## config.mk

```make
export PLATFORM = sky130hd
export DESIGN_NAME = dram_rr_arbiter
export DESIGN_NICKNAME = d
export VERILOG_FILES = /design/src/rtl/dram_rr_arbiter.sv
export SDC_FILE = /design/constraint.sdc
export NUM_CORES = 1
export LEC_CHECK = 0
export BUFFER_PORTS_ARGS = -buffer_cell sky130_fd_sc_hd__buf_2
export CAP_MARGIN = 20
export CORE_AREA = 2 2 70 72
export CTS_CLUSTER_DIAMETER = 60
export DETAILED_ROUTE_END_ITERATION = 6
export DIE_AREA = 0 0 72 74
export GPL_ROUTABILITY_DRIVEN = 0
export GPL_TIMING_DRIVEN = 0
export PLACE_DENSITY_LB_ADDON = 0.05
export SYNTH_ARGS = -nofsm -noshare
export SYNTH_HDL_FRONTEND = slang
export SYNTH_SLANG_ARGS = --single-unit
```

## constraint.sdc

```tcl
create_clock -name clk -period 1.6 [get_ports clk]
set_input_delay 0.16 -clock clk [delete_from_list [all_inputs] [get_ports clk]]
set_output_delay 0.16 -clock clk [all_outputs]
set_load 0.1 [all_outputs]
```

## src/rtl/dram_rr_arbiter.sv

```systemverilog
// Round-robin owner of one single-port RAM shared by three cores, with owner-tagged read return.
// Define ARB_HOLD_LIMIT_EN to revoke a grant after HOLD_MAX cycles while another core waits.
module dram_rr_arbiter #(
  parameter int AW       = 8,
  parameter int DW       = 8,
  parameter int RD_LAT   = 2,
  parameter int HOLD_MAX = 16
) (
  input  logic            clk,
  input  logic            rst,
  input  logic [2:0]      rden,
  input  logic [2:0]      wren,
  input  logic [3*AW-1:0] Address,
  input  logic [3*DW-1:0] Din,
  input  logic [DW-1:0]   RAMq,
  output logic [2:0]      acq,
  output logic [3*DW-1:0] Dq,
  output logic [2:0]      dvalid,
  output logic [AW-1:0]   RAMAddress,
  output logic [DW-1:0]   RAMDin,
  output logic            RAMwren
);

  typedef enum logic {IDLE, OWN} state_t;

  state_t          state_q, state_d;
  logic [1:0]      owner_q, owner_d;
  logic [1:0]      last_q, last_d;
  logic [2:0]      acq_q, acq_d;
  logic [2:0]      req;
  logic [1:0]      cand1, cand2;
  logic [AW-1:0]   own_addr;
  logic [DW-1:0]   own_din;
  logic            own_rd, own_wr, own_req, own_now, launch;
  logic            others_req, hold_hit;

  logic [RD_LAT-1:0] pv_q;
  logic [1:0]        pid_q [RD_LAT];
  logic [2:0]        dvalid_q;
  logic [3*DW-1:0]   dq_q;

  function automatic logic [1:0] next_core(input logic [1:0] c);
    return (c == 2'd2) ? 2'd0 : c + 2'd1;
  endfunction

  assign req        = rden | wren;
  assign others_req = |(req & ~acq_q);

  always_comb begin
    own_addr = '0;
    own_din  = '0;
    own_rd   = 1'b0;
    own_wr   = 1'b0;
    case (owner_q)
      2'd0: begin
        own_addr = Address[0 +: AW];
        own_din  = Din[0 +: DW];
        own_rd   = rden[0];
        own_wr   = wren[0];
      end
      2'd1: begin
        own_addr = Address[AW +: AW];
        own_din  = Din[DW +: DW];
        own_rd   = rden[1];
        own_wr   = wren[1];
      end
      default: begin
        own_addr = Address[2*AW +: AW];
        own_din  = Din[2*DW +: DW];
        own_rd   = rden[2];
        own_wr   = wren[2];
      end
    endcase
  end

  assign own_req = own_rd | own_wr;

`ifdef ARB_HOLD_LIMIT_EN
  localparam int CW = $clog2(HOLD_MAX + 1);
  logic [CW-1:0] cnt_q, cnt_d;

  // Counter saturates at the revoke threshold so a lone owner keeps its grant.
  always_comb begin
    cnt_d = cnt_q;
    if (state_q == IDLE) cnt_d = '0;
    else if (cnt_q != CW'(HOLD_MAX - 1)) cnt_d = cnt_q + 1'b1;
  end

  assign hold_hit = (cnt_q == CW'(HOLD_MAX - 1)) && others_req;

  always_ff @(posedge clk) begin
    if (rst) cnt_q <= '0;
    else     cnt_q <= cnt_d;
  end
`else
  localparam int unused_hold_max = HOLD_MAX;
  assign hold_hit = 1'b0;
`endif

  always_comb begin
    state_d = state_q;
    owner_d = owner_q;
    last_d  = last_q;
    acq_d   = acq_q;
    cand1   = next_core(last_q);
    cand2   = next_core(cand1);
    case (state_q)
      IDLE: begin
        if (|req) begin
          state_d = OWN;
          if (req[cand1])      owner_d = cand1;
          else if (req[cand2]) owner_d = cand2;
          else                 owner_d = last_q;
          last_d = owner_d;
          acq_d  = 3'b001 << owner_d;
        end
      end
      OWN: begin
        if (!own_req || hold_hit) begin
          state_d = IDLE;
          acq_d   = '0;
        end
      end
      default: begin
        state_d = IDLE;
        acq_d   = '0;
      end
    endcase
  end

  always_ff @(posedge clk) begin
    if (rst) begin
      state_q <= IDLE;
      owner_q <= 2'd0;
      last_q  <= 2'd2;
      acq_q   <= '0;
    end else begin
      state_q <= state_d;
      owner_q <= owner_d;
      last_q  <= last_d;
      acq_q   <= acq_d;
    end
  end

  // A simultaneous write and read from the owner is treated as a write only.
  assign own_now    = (state_q == OWN) && !rst;
  assign RAMwren    = own_now && own_wr;
  assign RAMAddress = own_now ? own_addr : '0;
  assign RAMDin     = own_now ? own_din : '0;
  assign launch     = own_now && own_rd && !own_wr;

  always_ff @(posedge clk) begin
    if (rst) begin
      pv_q <= '0;
      for (int i = 0; i < RD_LAT; i++) pid_q[i] <= 2'd0;
    end else begin
      pv_q[0]  <= launch;
      pid_q[0] <= owner_q;
      for (int i = 1; i < RD_LAT; i++) begin
        pv_q[i]  <= pv_q[i-1];
        pid_q[i] <= pid_q[i-1];
      end
    end
  end

  always_ff @(posedge clk) begin
    if (rst) begin
      dvalid_q <= '0;
      dq_q     <= '0;
    end else begin
      dvalid_q <= '0;
      if (pv_q[RD_LAT-1]) begin
        dvalid_q <= 3'b001 << pid_q[RD_LAT-1];
        for (int c = 0; c < 3; c++) begin
          if (pid_q[RD_LAT-1] == 2'(c)) dq_q[c*DW +: DW] <= RAMq;
        end
      end
    end
  end

  assign acq    = acq_q;
  assign dvalid = dvalid_q;
  assign Dq     = dq_q;

endmodule

```

After elaboration in Yosys (flattened, before gate mapping)
Memory sizes are Yosys's and may differ from the RTL's.
Cells that the tools add are included.
{"block": "op_classes", "addsub": 2, "bitwise_logic": 6, "reduce_logical": 15, "n_mux": 27, "n_eq_ne": 7, "order_cmp": 2, "shift": 2}
{"op": "$pmux 8 s2", "count": 2}
{"op": "$mux 2", "count": 8}
{"op": "$mux 8", "count": 2}
{"op": "$reduce_and 2->1", "count": 5}
{"op": "$mux 1", "count": 7}
{"op": "$eq 2x2->1 const B", "count": 3}
{"op": "$lt 2x3->1 const B", "count": 2}
{"op": "$mux 3", "count": 2}
{"op": "$pmux 1 s2", "count": 3}
{"op": "$pmux 3 s2", "count": 1}
{"op": "$shl 1x2->3 const A", "count": 2}
{"op": "$add 2x1->2 const B", "count": 2}
{"op": "$bmux 1 s2", "count": 2}
{"op": "$eq 2x1->1 const B", "count": 2}
{"op": "$logic_and 1x1->1", "count": 4}
{"op": "$logic_not 2->1", "count": 2}
{"op": "$ne 2x2->1 const B", "count": 2}
{"op": "$or 1x1->1", "count": 3}
{"op": "$or 3x3->3", "count": 1}
{"op": "$reduce_or 3->1", "count": 1}
{"op": "$logic_not 1->1", "count": 2}
{"op": "$not 1->1", "count": 2}
{"op": "$reduce_or 2->1", "count": 1}
{"block": "word_totals", "mem_bits_rw": 4, "register_bits": 37, "memories": 1, "wordCells": 71, "in_bits": 64, "output_inout_bits": 47}
{"memory": "pid_q", "words": 2, "width": 2, "rd": 2, "rd_ports_with_merged_regs": 0, "write_ports": 2, "line_no": "38", "source": "logic [1:0] pid_q [RD_LAT];"}

Depth between registers and ports, before layout
Gate-level depths: netlist of the first run.
{"block": "logic_depth", "ltp_word": 13, "depth_mapped": 6, "ltp_nobuf": 4}

Worst setup path after synthesis of the first run
Ideal clock, no wire load.
{"block": "synth_path", "kind": "reg2out", "startpoint": "register owner_q[0]", "endpoint": "output RAMAddress[6]", "path_buffers": 2, "stages_incl_launch_ff": 7, "slack_ps": -758, "arrival_time_ps": 2198, "required_ps": 1440, "path_cell_list": "dfxtp_1 -> buf_4 -> buf_6 -> mux2i_1 -> nor2_1 -> a21oi_1 -> nor2_1"}
{"block": "synth_via", "elab_chain_cells": 3, "elab_cells_between_ends": 4, "cone_classes": "eq/ne: 1; mux: 2; reduce/logical: 1"}
{"item": "from (decl)", "line_no": "27", "source": "logic [1:0] owner_q, owner_d;"}
{"item": "from (signal assigned)", "line_no": "139", "source": "owner_q <= owner_d;"}
{"item": "$eq 2x1->1 or $logic_not 2->1 (tied branches)", "line_no": "54", "source": "case (owner_q)"}
{"item": "$pmux 8 s2 *", "line_no": "54"}
{"item": "$mux 8 *", "line_no": "148", "source": "assign RAMAddress = own_now ? own_addr : '0;"}
{"item": "to (decl)", "line_no": "19", "source": "output logic [AW-1:0] RAMAddress,"}
Every way passes the cells marked *; elsewhere a longest branch is shown, timed or not.

Worst setup path after layout of the first run
{"block": "layout_path", "startpoint": "register owner_q[0]", "endpoint": "output RAMAddress[2]"}
The elaborated chain is that of the path after synthesis.

==> results of run 1 <==
-- logic make-up after synthesis --
family | Yosys count | share of synthesized area
and+or+nand+nor | 81 | 0.184
buffers and inverters | 21 | 0.0494
AOI/OAI and AO/OA | 39 | 0.135
DFF | 40 | 0.411
muxes | 43 | 0.221
-- registers in the layout, summed over array words and instances, names as in the netlist --
| name | cells |
|---|---|
| pv_q | 2 |
| owner_q | 2 |
| last_q | 1 |
| Dq | 24 |
| state_q | 1 |
| dvalid | 3 |
| pid_q | 4 |
| acq | 3 |
-- through the flow --
step           hold slack [ps]  total power (uW)  area [sq um]  utilization  setup TNS, ps
6_report                   140              2790          3320        0.721          -1650
3_3_place_gp               419              1730          2680        0.583          -1880
3_5_place_dp               424              1740          2680        0.583          -2210
4_1_cts                    134              2790          3280        0.714          -1390
5_1_grt                    143              2890          3320        0.721          -2890
2_1_floorplan              304              1580          2060            -          -1910
-- layout by cell type, fill, tap and decap left out, drive strengths merged, types with 2 or more instances in the layout --
| master | instances |
|---|---|
| a211oi | 3 |
| a21oi | 20 |
| buf | 131 |
| clkbuf | 11 |
| dfxtp | 40 |
| inv | 6 |
| mux2i | 43 |
| nand2b | 2 |
| nand3b | 2 |
| nor2 | 65 |
| nor2b | 7 |
| o21ai | 5 |
| o22ai | 3 |
-- layer usage --
metal	track usage	routed length, um	up-vias
met5	0	0	-
met4	0.0566	37	0
met3	0.0650	426	4
met2	0.419	3150	86
met1	0.270	2410	983
li1	-	-	1022
-- repair_timing --
| action | in CTS | in global routing |
|---|---|---|
| setup buffers | 9 | 0 |
| setup endpoints to repair | 17 | 20 |
| pin swaps | 3 | 3 |
| gates cloned | 2 | 0 |
| gates resized for setup | 95 | 6 |
-- worst max-delay path: stages, from the launching register on --
cell	delay [ps]
dfxtp_4	370
buf_12	130
buf_16	130
mux2i_1	120
nor2_1	110
a21oi_1	60
nor2_2	150
buf_12	190
-- where the power goes --
group	total (uW)	internal (uW)	leakage (uW)	switching, uW
logic	889	351	0.00118	538
registers	1040	1020	0.000325	20.7
clock network	863	510	0.0000614	353
-- area by class of cell --
class / instances / area, sq um
clock inverters: 2 / 38.8
plain buffers: 15 / 123
well taps: 54 / 67.6
clock buffers: 6 / 82.6
multi-input cells: 163 / 1230
fillers: 358 / 1280
flip-flops and latches: 40 / 806
inverters: 6 / 22.5
repair buffers: 121 / 945
-- final timing paths --
| path | startpoint | to | slack, ps | cells past startpoint |
|---|---|---|---|---|
| max | owner_q[0] | RAMAddress[2] | -120 | 7 |
| min | RAMq[4] | Dq[12] | 140 | 3 |
| max reg2reg | owner_q[0] | acq[0] | -40 | 6 |
| min reg2reg | pv_q[0] | pv_q[1] | 440 | 1 |
==> summary.txt, run 1 <==
Vias = 2,095
Slew @ Worst Pin = 513 ps
pre-CTS setup slack = -185 ps
top post-synthesis cells by area = dfxtp_1 41%, mux2i_1 22%, nor2_1 13%, a21oi_1 4.9%, nor2b_1 2.2%
RSZ-0062 raised after global routing = true
Final Slew Violations = 0
Worst VDD drop = 498 uV
gr usage total = 0.231
IO Count = 111
Synth Flop Type = dfxtp_1
Yosys reg bits = 40
Gate Count Post-Synth = 224
Root Buffer Master = clkbuf_8
P_leak = 0.00156 uW
fin cells = 407
placed insts = 388
Wirelength per Cell = 14.8 um
most common cell in the synthesized netlist = nor2_1
setup ws final = -120 ps
global route overflow = 0
Worst Path Class, Setup = reg -> out
final net count = 416
Synth Cell Area = 1950 sq um
Clock Pin Slew Worst Setup and Hold Paths = 80 ps
Routed WL = 6.02 mm
full die area = 5330 sq um
post-synth top area cell = dfxtp_1
DR pass1 iterations = 4
syn avg cell area = 8.71 sq um
worst hold path type = in -> reg
final hold vios = 0
critical path fanouts, max = 5
H-tree levels = 2
I/O Buffers = 110
hold buffers post-CTS = 0
Arrival @ worst endpoint = 1560 ps
top cell type's share of synthesized area = 0.411
CTS Buf Count = 5
Die H = 74 um
Tmin final = 1720 ps
outcome = finished with violations
required time worst endpoint = 1440 ps
CTS tree = yes
Mapped Nets = 288
area grow syn2layout = 70.0%
DP HPWL = 4.03 mm
crit end category = output pin
Final Cycle Share = 1.08
Post-synth EDFFs = 0
synth cell count leaders = 65 x nor2_1, 43 x mux2i_1, 40 x dfxtp_1, 19 x a21oi_1, 7 x nor2b_1
Core Region = 4600 sq um
Clk Latency, worst-skew pair = 280 ps
Setup Skew = 5.02 ps
FP Rows = 25
residual DRC count = 0
post-synthesis sequential area ratio = 0.411
die span in x = 72 um
CTS Buffer Depth = 2
max_slew headroom = 0.655
Setup-failing EPs final = 20
synth warn = 0
vias in the first global route = 2,061
ANT cells = 0
violated checks = setup timing
# Max-Cap Violations = 0
Max Clk Rate = 581 MHz
vias per cell = 5.15
Async SR Flop Fraction = 0
CTS sink cnt = 40
initial core utilization = 0.424
startpoint types = flip-flop
Final ANT Viol Nets = 0
global-route wire length before repair = 9.54 mm
layout cells sized above 1 = 0.516
pwr/cell area = 842 nW/um^2
pin count of the biggest net entering global routing = 14
initial antenna violation count = 0
library cells used by synthesis = 32
initial drt markers = 80
No activity file was read; power rests on OpenSTA's default activity.
==> run 2, diff against run 1 <==
ABC_AREA = 1   (was default)
CORE_AREA = 2 2 74 76   (was 2 2 70 72)
DIE_AREA = 0 0 76 78   (was 0 0 72 74)
clock period = 1.57 ns   (was 1.6 ns; I/O delays follow)
==> summary.txt, run 2 <==
outcome = finished with violations
violated checks = setup timing
Final Cycle Share = 1.07
Clock Pin Slew Worst Setup and Hold Paths = 70 ps
library cells used by synthesis = 22
Root Buffer Master = clkbuf_8
Die H = 78 um
IO Count = 111
P_leak = 0.00170 uW
Setup-failing EPs final = 16
required time worst endpoint = 1410 ps
Tmin final = 1690 ps
global route overflow = 0
fin area = 3570 sq um
Arrival @ worst endpoint = 1530 ps
CTS Buf Count = 5
Wirelength per Cell = 14.0 um
ANT cells = 0
startpoint types = flip-flop
max FFs per register = 24
layout cells sized above 1 = 0.536
Gate power share = 0.417
Setup TNS = -808 ps
DR pass1 iterations = 4
H-tree levels = 2
full die area = 5930 sq um
Async SR Flop Fraction = 0
most frequent cells in the layout = 94 x buf_2, 49 x nand2_1, 48 x nor2_1, 37 x dfxtp_1, 29 x nand2_2
Final ANT Viol Nets = 0
synth warn = 0
initial antenna violation count = 0
Synth Flop Type = dfxtp_1
pwr/cell area = 850 nW/um^2
Mapped Nets = 379
initial core utilization = 0.399
total power = 3040 uW
Core Region = 5040 sq um
DP HPWL = 4.43 mm
Worst VDD drop = 398 uV
Synth Cell Area = 2010 sq um
residual DRC count = 0
critical path fanouts, max = 4
Final Slew Violations = 0
Vias = 2,581
post-synth top area cell = dfxtp_1
Yosys reg bits = 40
I/O Buffers = 110
setup ws final = -117 ps
gr usage total = 0.228
sequential power share = 0.354
Gate Count Post-Synth = 315
Routed WL = 7.26 mm
sw frac = 0.386
sw power = 1170 uW
final net count = 511
initial drt markers = 104
die span in x = 76 um
P_int = 1860 uW
RSZ-0062 raised after global routing = true
area grow syn2layout = 77.8%
Clk Latency, worst-skew pair = 290 ps
Slew @ Worst Pin = 487 ps
top post-synthesis cells by area = dfxtp_1 40%, nand2_1 16%, nand3_1 12%, nor2_1 9.2%, inv_1 6.2%
commonest non-fill, non-tap cell in the layout = buf_2
max_slew headroom = 0.675
vias per cell = 4.98
Max Clk Rate = 593 MHz
# Max-Cap Violations = 0
CTS tree = yes
clock network fraction of total power = 0.229
FP Rows = 26
post-placement cell area = 2690 sq um
most common cell in the synthesized netlist = nand2_1
post-synthesis sequential area ratio = 0.399
worst hold path type = in -> reg
Setup Skew = 2.74 ps
pre-CTS setup slack = -297 ps
pin count of the biggest net entering global routing = 13
hold buffers post-CTS = 0
final hold vios = 0
crit end category = output pin
top cell type's share of synthesized area = 0.399
CTS sink cnt = 40
global-route wire length before repair = 11.1 mm
syn avg cell area = 6.38 sq um
Worst Path Class, Setup = reg -> out
Post-synth EDFFs = 0
vias in the first global route = 2,370
synth cell count leaders = 83 x nand2_1, 49 x nor2_1, 48 x nand3_1, 40 x dfxtp_1, 33 x inv_1
CTS Buffer Depth = 2
run 2: cell types whose count changed in the layout (fill, tap and decap cells not counted), moves of 15 or more:
cell	change
nand2_2	+29
mux2i_1	-40
nand3_1	+24
o21ai_0	+15
nand3_2	+25
nand2_1	+48
run 2: layer usage:
layer | global-route usage | wire length, um | vias up | part of all wire
met5 | 0 | 0 | - | 0
met4 | 0.0545 | 152 | 0 | 0.021
met3 | 0.0512 | 535 | 16 | 0.074
met2 | 0.427 | 3800 | 127 | 0.52
met1 | 0.263 | 2780 | 1176 | 0.38
li1 | - | - | 1262 | -
run 2: critical path, stage by stage (launching register included):
cell	delay, ps
dfxtp_4	380
buf_4	150
nor3_2	260
nor2_4	60
inv_2	70
nand2_2	60
clkinvlp_4	80
buf_12	170
run 2: kinds of logic after synthesis:
group | count (synthesis) | synth area share
buffers and inverters | 48 | 0.0978
AND/OR/NAND/NOR | 192 | 0.408
AO/OA/AOI/OAI | 35 | 0.0953
flip-flops | 40 | 0.399
run 2: power groups by stage:
| stage | clock, uW | combinational, uW | sequential (uW) |
|---|---|---|---|
| after floorplan | 0 | 537 | 1210 |
| after detailed placement | 0 | 854 | 1100 |
| final | 695 | 1270 | 1080 |
| after global placement | 0 | 847 | 1100 |
| after CTS | 709 | 1110 | 1080 |
| after global routing | 764 | 1340 | 1080 |
run 2: path summary, 6_finish.rpt:
kind	start	end	slack [ps]	depth (start not counted)
min	rst	pid_q[0][1]	140	2
min reg2reg	pid_q[0][0]	pid_q[0][2]	400	2
max reg2reg	owner_q[0]	acq[1]	80	9
max	owner_q[0]	RAMwren	-120	7
run 2: cell type report:
class                   count  area (sq um)
repair buffers            125           988
plain buffers              12           128
clock inverters             2          10.0
well taps                  70          87.6
inverters                  36           179
multi-input cells         227          1290
flip-flops and latches     40           812
clock buffers               6          82.6
fillers                   410          1470
run 2: stage by stage:
stage	std cells	hold WS [ps]	utilization
2_1_floorplan	315	241	-
3_3_place_gp	495	389	0.533
3_5_place_dp	495	397	0.533
4_1_cts	516	123	0.658
5_1_grt	518	161	0.709
6_report	518	141	0.709
run 2: repair_timing:
item | CTS | global route
endpoints found under the setup margin | 17 | 19
buffers inserted | 10 | 1
pin swaps | 14 | 19
gates resized for setup | 118 | 60
endpoints found under the hold margin | 0 | 0
gates cloned | 3 | 1
==> run 3, diff against run 2 <==
--- a/config.mk
+++ b/config.mk
@@ -9,3 +9,3 @@
 export BUFFER_PORTS_ARGS = -buffer_cell sky130_fd_sc_hd__buf_2
-export CAP_MARGIN = 20
+export CAP_MARGIN = 0
 export CORE_AREA = 2 2 74 76
==> constraint.sdc (replaced) <==
create_clock -name clk -period 1.57 [get_ports clk]
set_input_delay 0.0785 -clock clk [delete_from_list [all_inputs] [get_ports clk]]
set_output_delay 0.0785 -clock clk [all_outputs]
set_load 0.1 [all_outputs]
==> summary.txt, run 3 (synthesis results as in run 2) <==
CTS Buffer Depth = 2
Routed WL = 6.40 mm
Arrival @ worst endpoint = 1470 ps
startpoint types = flip-flop
gr usage total = 0.204
Final ANT Viol Nets = 0
Vias = 2,461
global-route wire length before repair = 10.0 mm
Setup Skew = 5.19 ps
area grow syn2layout = 65.1%
Setup-failing EPs final = 0
placed insts = 495
FP Rows = 26
required time worst endpoint = 1490 ps
Tmin final = 1550 ps
clock network fraction of total power = 0.225
max_slew headroom = 0.657
pin count of the biggest net entering global routing = 12
residual DRC count = 0
initial drt markers = 73
final net count = 510
post-placement cell area = 2690 sq um
vias per cell = 4.77
worst hold path type = in -> reg
max FFs per register = 24
final hold vios = 0
P_leak = 0.00161 uW
initial core utilization = 0.399
layout cells sized above 1 = 0.435
Root Buffer Master = clkbuf_8
full die area = 5930 sq um
Wirelength per Cell = 12.4 um
# fillers = 452
Final Slew Violations = 0
CTS Buf Count = 5
CTS tree = yes
P_int = 1750 uW
Final Cycle Share = 0.989
commonest non-fill, non-tap cell in the layout = buf_2
Hold Slack = 52.7 ps
Clock Pin Slew Worst Setup and Hold Paths = 70 ps
global route overflow = 0
CTS sink cnt = 40
H-tree levels = 2
hold buffers post-CTS = 0
Die H = 78 um
Gate power share = 0.394
ANT cells = 0
outcome = complete, no violations
RSZ-0062 raised after global routing = true
# Max-Cap Violations = 0
final core occ = 0.658
DR pass1 iterations = 4
pwr/cell area = 851 nW/um^2
Clk Latency, worst-skew pair = 290 ps
I/O Buffers = 110
crit end category = output pin
critical path fanouts, max = 8
Max Clk Rate = 644 MHz
sw frac = 0.380
IO Count = 111
sw power = 1070 uW
Slew @ Worst Pin = 514 ps
Worst Path Class, Setup = reg -> out
sequential power share = 0.381
fin cells = 516
vias in the first global route = 2,266
Core Region = 5040 sq um
Worst VDD drop = 388 uV
initial antenna violation count = 0
DP HPWL = 4.37 mm
fin area = 3320 sq um
die span in x = 76 um
most frequent cells in the layout = 94 x buf_2, 70 x nand2_1, 48 x nor2_1, 39 x nand3_1, 37 x dfxtp_1
## run 3: changes by cell type in the layout (fill, tap and decap cells not counted), sizes merged
cell | before | now
inv | 25 | 26
clkinv | 2 | 1
buf | 132 | 131
clkinvlp | 11 | 10
## run 3: final timing paths
path / start / endpoint / slack [ps] / cells past startpoint
hold reg to reg: pid_q[0][1] / pid_q[0][3] / 400 / 2
setup / recovery: owner_q[1] / RAMDin[5] / 20 / 7
hold / removal: rst / pid_q[0][1] / 50 / 2
setup reg to reg: owner_q[0] / owner_q[1] / 150 / 9
## run 3: cell type report
type                       instances  area (sq um)  share of cell area
timing repair buffer             124           936               0.282
tap                               70          87.6              0.0264
buffer                            12           118              0.0355
sequential                        40           810               0.244
clock inverter                     1          5.00             0.00151
multi-input combinational        227          1110               0.336
clock buffer                       6          72.6              0.0219
inverter                          36           175              0.0528
## run 3: what timing repair did
item	in CTS	in global routing
pin swaps	2	13
setup endpoints to repair	17	17
cloned	0	3
resized for setup	66	53
setup buffers	6	5
## run 3: per-layer routing
layer,GRT usage,vias up,wire [um]
met5,0,-,0
met1,0.235,1090,2590
met4,0.0673,0,109
met2,0.373,102,3240
li1,-,1257,-
met3,0.0465,12,459
## run 3: through the flow
| step | worst slack, ps | total power (uW) | TNS, ps |
|---|---|---|---|
| after detailed placement | -209 | 1950 | -2020 |
| after CTS | 6.25 | 2710 | 0 |
| after floorplan | 75.5 | 1750 | 0 |
| after global placement | -206 | 1940 | -1990 |
| final | 18.0 | 2820 | 0 |
| after global routing | -26.8 | 2970 | -167 |
## run 3: power by group through the flow
| stage | combinational, uW | clock [uW] | sequential (uW) |
|---|---|---|---|
| after floorplan | 535 | 0 | 1210 |
| after global placement | 845 | 0 | 1100 |
| after detailed placement | 850 | 0 | 1100 |
| after CTS | 979 | 652 | 1080 |
| after global routing | 1190 | 705 | 1080 |
| final | 1110 | 635 | 1080 |
## run 3: critical path, stage by stage (launching register included)
cell	delay (ps)
dfxtp_4	370
buf_8	150
clkbuf_16	150
nand2_2	60
nand3_2	90
nand2_2	100
clkinvlp_4	100
buf_12	170
